<file path="config.mk">
export PLATFORM = sky130hd
export DESIGN_NAME = score_display_scanner
export DESIGN_NICKNAME = d
export VERILOG_FILES = /design/src/rtl/score_display_scanner.sv
export SDC_FILE = /design/constraint.sdc
export NUM_CORES = 1
export LEC_CHECK = 0
export CELL_PAD_IN_SITES_DETAIL_PLACEMENT = 1
export CELL_PAD_IN_SITES_GLOBAL_PLACEMENT = 2
export CORE_AREA = 2 2 108 131
export DETAILED_ROUTE_END_ITERATION = 10
export DIE_AREA = 0 0 110 133
export PLACE_DENSITY = 0.75
export SETUP_SLACK_MARGIN = 0.5
export SYNTH_ARGS = -nofsm -noshare
export SYNTH_HDL_FRONTEND = slang
export SYNTH_SLANG_ARGS = --single-unit
</file>
<file path="constraint.sdc">
create_clock -name clock -period 5.7 [get_ports clock]
set_clock_uncertainty 0.1 [all_clocks]
set_input_delay 1.14 -clock clock [delete_from_list [all_inputs] [get_ports clock]]
set_output_delay 1.14 -clock clock [all_outputs]
set_load 0.02 [all_outputs]
</file>
<file path="src/rtl/score_display_scanner.sv">
// rtl/score_display_scanner.sv - binary score to BCD, leading-zero blanking, 4-digit 7-segment scan with blink
module score_display_scanner #(
    parameter int SAT_MAX     = 9999,
    parameter int SYNC_STAGES = 2
) (
    input  logic        clock,
    input  logic        reset,
    input  logic        scan_clk,
    input  logic        blink_clk,
    input  logic [13:0] score,
    input  logic        score_valid,
    input  logic [3:0]  blink_mask,
    output logic        busy,
    output logic [7:0]  seg,
    output logic [3:0]  digit_en
);

    localparam logic [13:0] SAT = 14'(SAT_MAX);

    typedef enum logic [1:0] {IDLE, SHIFT, DONE} state_t;

    state_t                 state, next_state;
    logic [SYNC_STAGES-1:0] scan_sync, blink_sync;
    logic                   scan_prev;
    logic                   scan_tick, blink_on;
    logic [13:0]            shift_reg, pend_val, score_sat, load_val;
    logic [15:0]            bcd, bcd_adj, digits;
    logic [3:0]             iter;
    logic                   pend_v, load;
    logic [1:0]             index;
    logic [3:0]             cur_digit;
    logic                   lead_blank;
    logic [7:0]             seg_next;

    function automatic logic [7:0] seg7(input logic [3:0] d);
        case (d)
            4'd0:    seg7 = 8'hC0;
            4'd1:    seg7 = 8'hF9;
            4'd2:    seg7 = 8'hA4;
            4'd3:    seg7 = 8'hB0;
            4'd4:    seg7 = 8'h99;
            4'd5:    seg7 = 8'h92;
            4'd6:    seg7 = 8'h82;
            4'd7:    seg7 = 8'hF8;
            4'd8:    seg7 = 8'h80;
            4'd9:    seg7 = 8'h90;
            default: seg7 = 8'hFF;
        endcase
    endfunction

    // Divided clocks are treated as asynchronous data and only ever sampled.
    always_ff @(posedge clock) begin
        if (!reset) begin
            scan_sync  <= '0;
            blink_sync <= '0;
            scan_prev  <= 1'b0;
        end else begin
            scan_sync  <= {scan_sync[SYNC_STAGES-2:0], scan_clk};
            blink_sync <= {blink_sync[SYNC_STAGES-2:0], blink_clk};
            scan_prev  <= scan_sync[SYNC_STAGES-1];
        end
    end

    assign scan_tick = scan_sync[SYNC_STAGES-1] & ~scan_prev;
    assign blink_on  = blink_sync[SYNC_STAGES-1];
    assign score_sat = (score > SAT) ? SAT : score;

    always_ff @(posedge clock) begin
        if (!reset) begin
            state <= IDLE;
        end else begin
            state <= next_state;
        end
    end

    always_comb begin
        next_state = state;
        case (state)
            IDLE:    if (score_valid) next_state = SHIFT;
            SHIFT:   if (iter == 4'd13) next_state = DONE;
            DONE:    next_state = (score_valid || pend_v) ? SHIFT : IDLE;
            default: next_state = IDLE;
        endcase
    end

    always_comb begin
        busy     = (state != IDLE);
        load     = ((state == IDLE) && score_valid) || ((state == DONE) && (score_valid || pend_v));
        load_val = score_valid ? score_sat : pend_val;
    end

    always_comb begin
        for (int k = 0; k < 4; k++) begin
            bcd_adj[k*4 +: 4] = (bcd[k*4 +: 4] >= 4'd5) ? bcd[k*4 +: 4] + 4'd3 : bcd[k*4 +: 4];
        end
    end

    always_ff @(posedge clock) begin
        if (!reset) begin
            shift_reg <= '0;
            bcd       <= '0;
            iter      <= '0;
            pend_v    <= 1'b0;
            pend_val  <= '0;
            digits    <= '0;
        end else begin
            if (load) begin
                shift_reg <= load_val;
                bcd       <= '0;
                iter      <= '0;
            end else if (state == SHIFT) begin
                bcd       <= {bcd_adj[14:0], shift_reg[13]};
                shift_reg <= {shift_reg[12:0], 1'b0};
                iter      <= iter + 4'd1;
            end
            // All four digits are replaced in one cycle so the scan never mixes old and new values.
            if (state == DONE) begin
                digits <= bcd;
            end
            // The DONE cycle consumes whatever is newest, so pending always empties there.
            if (state == DONE) begin
                pend_v <= 1'b0;
            end else if (busy && score_valid) begin
                pend_v   <= 1'b1;
                pend_val <= score_sat;
            end
        end
    end

    always_comb begin
        cur_digit = digits[{index, 2'b00} +: 4];
        case (index)
            2'd1:    lead_blank = (digits[15:4] == 12'd0);
            2'd2:    lead_blank = (digits[15:8] == 8'd0);
            2'd3:    lead_blank = (digits[15:12] == 4'd0);
            default: lead_blank = 1'b0;
        endcase
        if (lead_blank || (blink_mask[index] && !blink_on)) begin
            seg_next = 8'hFF;
        end else begin
            seg_next = seg7(cur_digit);
        end
    end

    always_ff @(posedge clock) begin
        if (!reset) begin
            index    <= 2'd0;
            seg      <= 8'hFF;
            digit_en <= 4'b1111;
        end else begin
            index    <= index + {1'b0, scan_tick};
            seg      <= seg_next;
            digit_en <= ~(4'b0001 << index);
        end
    end

endmodule
</file>
==> metrics.md <==
| Metric | Value |
|---|---|
| GRT Total Usage | `0.138` |
| Largest net degree at the start of global routing | `30` |
| Final period util | `0.574` |
| Cells after synthesis | `around 470` |
| Max Cap Viol | `0` |
| Fin Hold WS | `0.340 ns` |
| Starting density of the core | `0.292` |
| Seq cells post-synth | `85` |
| Worst Hold Class | `reg2reg` |
| Initial DRT Pass Iterations | `4` |
| IO Port Bufs | `34` |
| Relative slew slack | `0.353` |
| Die footprint | `14600 um^2` |
| Global-route wire length before repair | `~16 mm` |
| Largest family of logic cells by synthesized area | `simple AND/OR/NAND/NOR gates` |
| Setup TNS | `0 ns` |
| Worst-skew pair later-pin latency | `0.34 ns` |
| Post-Synth Adder-Cell Area | `0.0510` |
| Async SR Flop Fraction | `0` |
| Die Ht | `between 100 and 150 um` |
| Reg2Reg Setup Slack | `between 3 and 4 ns` |
| CP max FO | `21` |
| RePlAce Congestion | `roughly 0.77` |
| Largest regs | `bcd x16, digits x16` |
| Critical path type | `in2reg` |
| Syn-to-layout area delta | `19.3%` |
| Fill count | `between 1500 and 2000` |
| Compound-cell area share of the yosys netlist | `0.173` |
| Routed len/inst | `approximately 14 um` |
| Crit end category | `flop` |
| Vias | `3285` |
| ANT nets after route | `0` |
| Vias per inst | `4.93` |
| Worst-Margin Slew | `0.968 ns` |
| DRC errors left | `0` |
| CTS Sinks | `85` |
| Mux share of post-synthesis cell area | `0.0376` |
| Yosys cell types | `between 40 and 50` |
| CTS tree | `done` |
| Inserted Diodes | `0` |
| Final setup fails | `0` |
| Register area | `around 1700 um^2` |
| Most frequent cells in the layout | `85 x dfxtp_1, 82 x nand2_1, 43 x nor2_1` |
| Nets | `~530` |
| Sequential share of the synthesized area | `0.433` |
| Data arrival, critical path | `between 3 and 4 ns` |
| P_leak | `~1.7 nW` |
| Num ports | `36` |
| CTS Buf Count | `9` |
| Initial antenna violation count | `0` |
| Layout cells sized above 1 | `0.0606` |
| XOR/XNOR Fraction of Synth Area | `0.0245` |
| Fmax | `between 300 and 400 MHz` |
| Synth warnings | `0` |
| CP startpoint kind | `input pin` |
| Post-CTS Hold Buffers | `0` |
| Row count | `47` |
| Routed wire length | `9.54 mm` |
| Max Slew Vio Count | `0` |
| Syn avg cell area | `between 8 and 9 um^2` |
| RSZ-0062 raised after global routing | `false` |
| Post-DP HPWL | `6.85 mm` |
| Core area | `~13000 um^2` |
| PwrDens | `300 nW/um^2` |
| Post-CTS sizing | `0` |
| CP Data Required Time | `between 5 and 6 ns` |
| Simple-Gate Fraction of Synth Area | `0.227` |
| Post-Syn Area | `3930 um^2` |
| Most common cell after layout, fill and taps aside | `dfxtp_1` |
| Syn Nets | `roughly 510` |
| Post-CTS setup-driven buffer insertion count | `0` |
| Multi-input gate area | `around 2000 um^2` |
| First DRT Iteration DRCs | `77` |
| Status | `finished clean` |
| CTS max path bufs | `2` |
| Maximum VDD drop | `0.146 mV` |
| Fin crit period | `3.27 ns` |
| Die width | `between 100 and 150 um` |
| Vias in the first global route | `between 3000 and 4000` |
| Ys flop type | `dfxtp_1` |
| H-tree Lvls | `3` |
| Gr ovfl total | `0` |
| Post-synth EDFFs | `0` |
| Worst-path clk slew | `0.06 ns` |
| CTS Root Cell | `clkbuf_16` |
| Hold Fails Final Rpt | `0` |
[final cells by class]
type / count / area share
Sequential cell: 85 / 0.363
Clock buffer: 10 / 0.0510
Timing Repair Buffer: 37 / 0.0774
Tap cell: 171 / 0.0457
Multi-Input combinational cell: 342 / 0.431
Clock inverter: 6 / 0.0200
Inverter: 15 / 0.0120
[metal layers]
metal,track usage,vias up,part of all wire
met2,0.250,33,0.54
met1,0.160,1600,0.43
li1,-,1643,-
met4,0.0485,0,0.012
met3,0.0207,9,0.020
met5,0,-,0
[cells in the mapped netlist (2+ instances only)]
master,count,area share
dfxtp_1,85,0.43
nand2_1,82,0.078
nor2_1,43,0.041
a21oi_1,38,0.048
nand3_1,21,0.027
o21ai_0,20,0.025
a21boi_0,19,0.036
clkbuf_1,17,0.016
ha_1,16,0.051
and2_1,15,0.024
inv_1,15,0.014
buf_2,10,0.013
nand2b_1,8,0.013
nor3_1,7,0.0089
xor2_1,6,0.013
o221ai_1,5,0.011
xnor2_1,5,0.011
a211oi_1,4,0.0076
a2bb2oi_1,4,0.0089
a31oi_1,4,0.0064
mux4_2,4,0.023
nor2b_1,4,0.0064
o21ai_1,4,0.0051
nor4_1,3,0.0048
o22ai_1,3,0.0048
o311ai_0,3,0.0067
and3_1,2,0.0032
buf_4,2,0.0038
buf_6,2,0.0057
mux2i_1,2,0.0051
nand3b_1,2,0.0038
nand4_1,2,0.0032
or2_2,2,0.0032
[power by group]
part	internal (W)	total [W]	switching, W
registers	0.000617	0.000631	0.0000139
clock network	0.000400	0.000649	0.000249
logic	0.0000545	0.000126	0.0000719
total	0.00107	0.00141	0.000335
[metrics by stage]
stage	area, um^2	power [W]	utilization	setup slack (ns)	instances
5_1_grt	4690	0.00146	0.348	2.13	666
2_1_floorplan	3930	0.000724	-	3.32	473
3_3_place_gp	4350	0.000770	0.323	2.11	650
4_1_cts	4690	0.00143	0.348	2.35	666
6_report	4690	0.00141	0.348	2.43	666
3_5_place_dp	4350	0.000772	0.323	1.99	650
[worst max-delay path, stage by stage]
cell             delay [ns]
clkdlybuf4s50_1        0.75
a21oi_1                0.30
or2_2                  0.37
nand2_1                0.49
a211oi_1               0.35
[final timing paths]
| path | start | end | cells after the start |
|---|---|---|---|
| min reg2reg | blink_sync[0]$_SDFF_PN0_ | blink_sync[1]$_SDFF_PN0_ | 1 |
| min | blink_sync[0]$_SDFF_PN0_ | blink_sync[1]$_SDFF_PN0_ | 1 |
| max | score_valid | iter[1]$_SDFFE_PP0P_ | 5 |
| max reg2reg | index[0]$_SDFF_PN0_ | seg[1]$_SDFF_PP1_ | 6 |
[kinds of logic (layout without fill, tap and decap cells)]
| logic type | count (synthesis) | count (layout) |
|---|---|---|
| other cells | 1 | 1 |
| compound gates | 110 | 110 |
| flops | 85 | 85 |
| xor+xnor | 11 | 11 |
| mux | 8 | 8 |
| simple gates | 196 | 196 |
| fa+ha+maj | 16 | 16 |
| buf+inv | 46 | 68 |
Power figures use the tool's default switching activity.
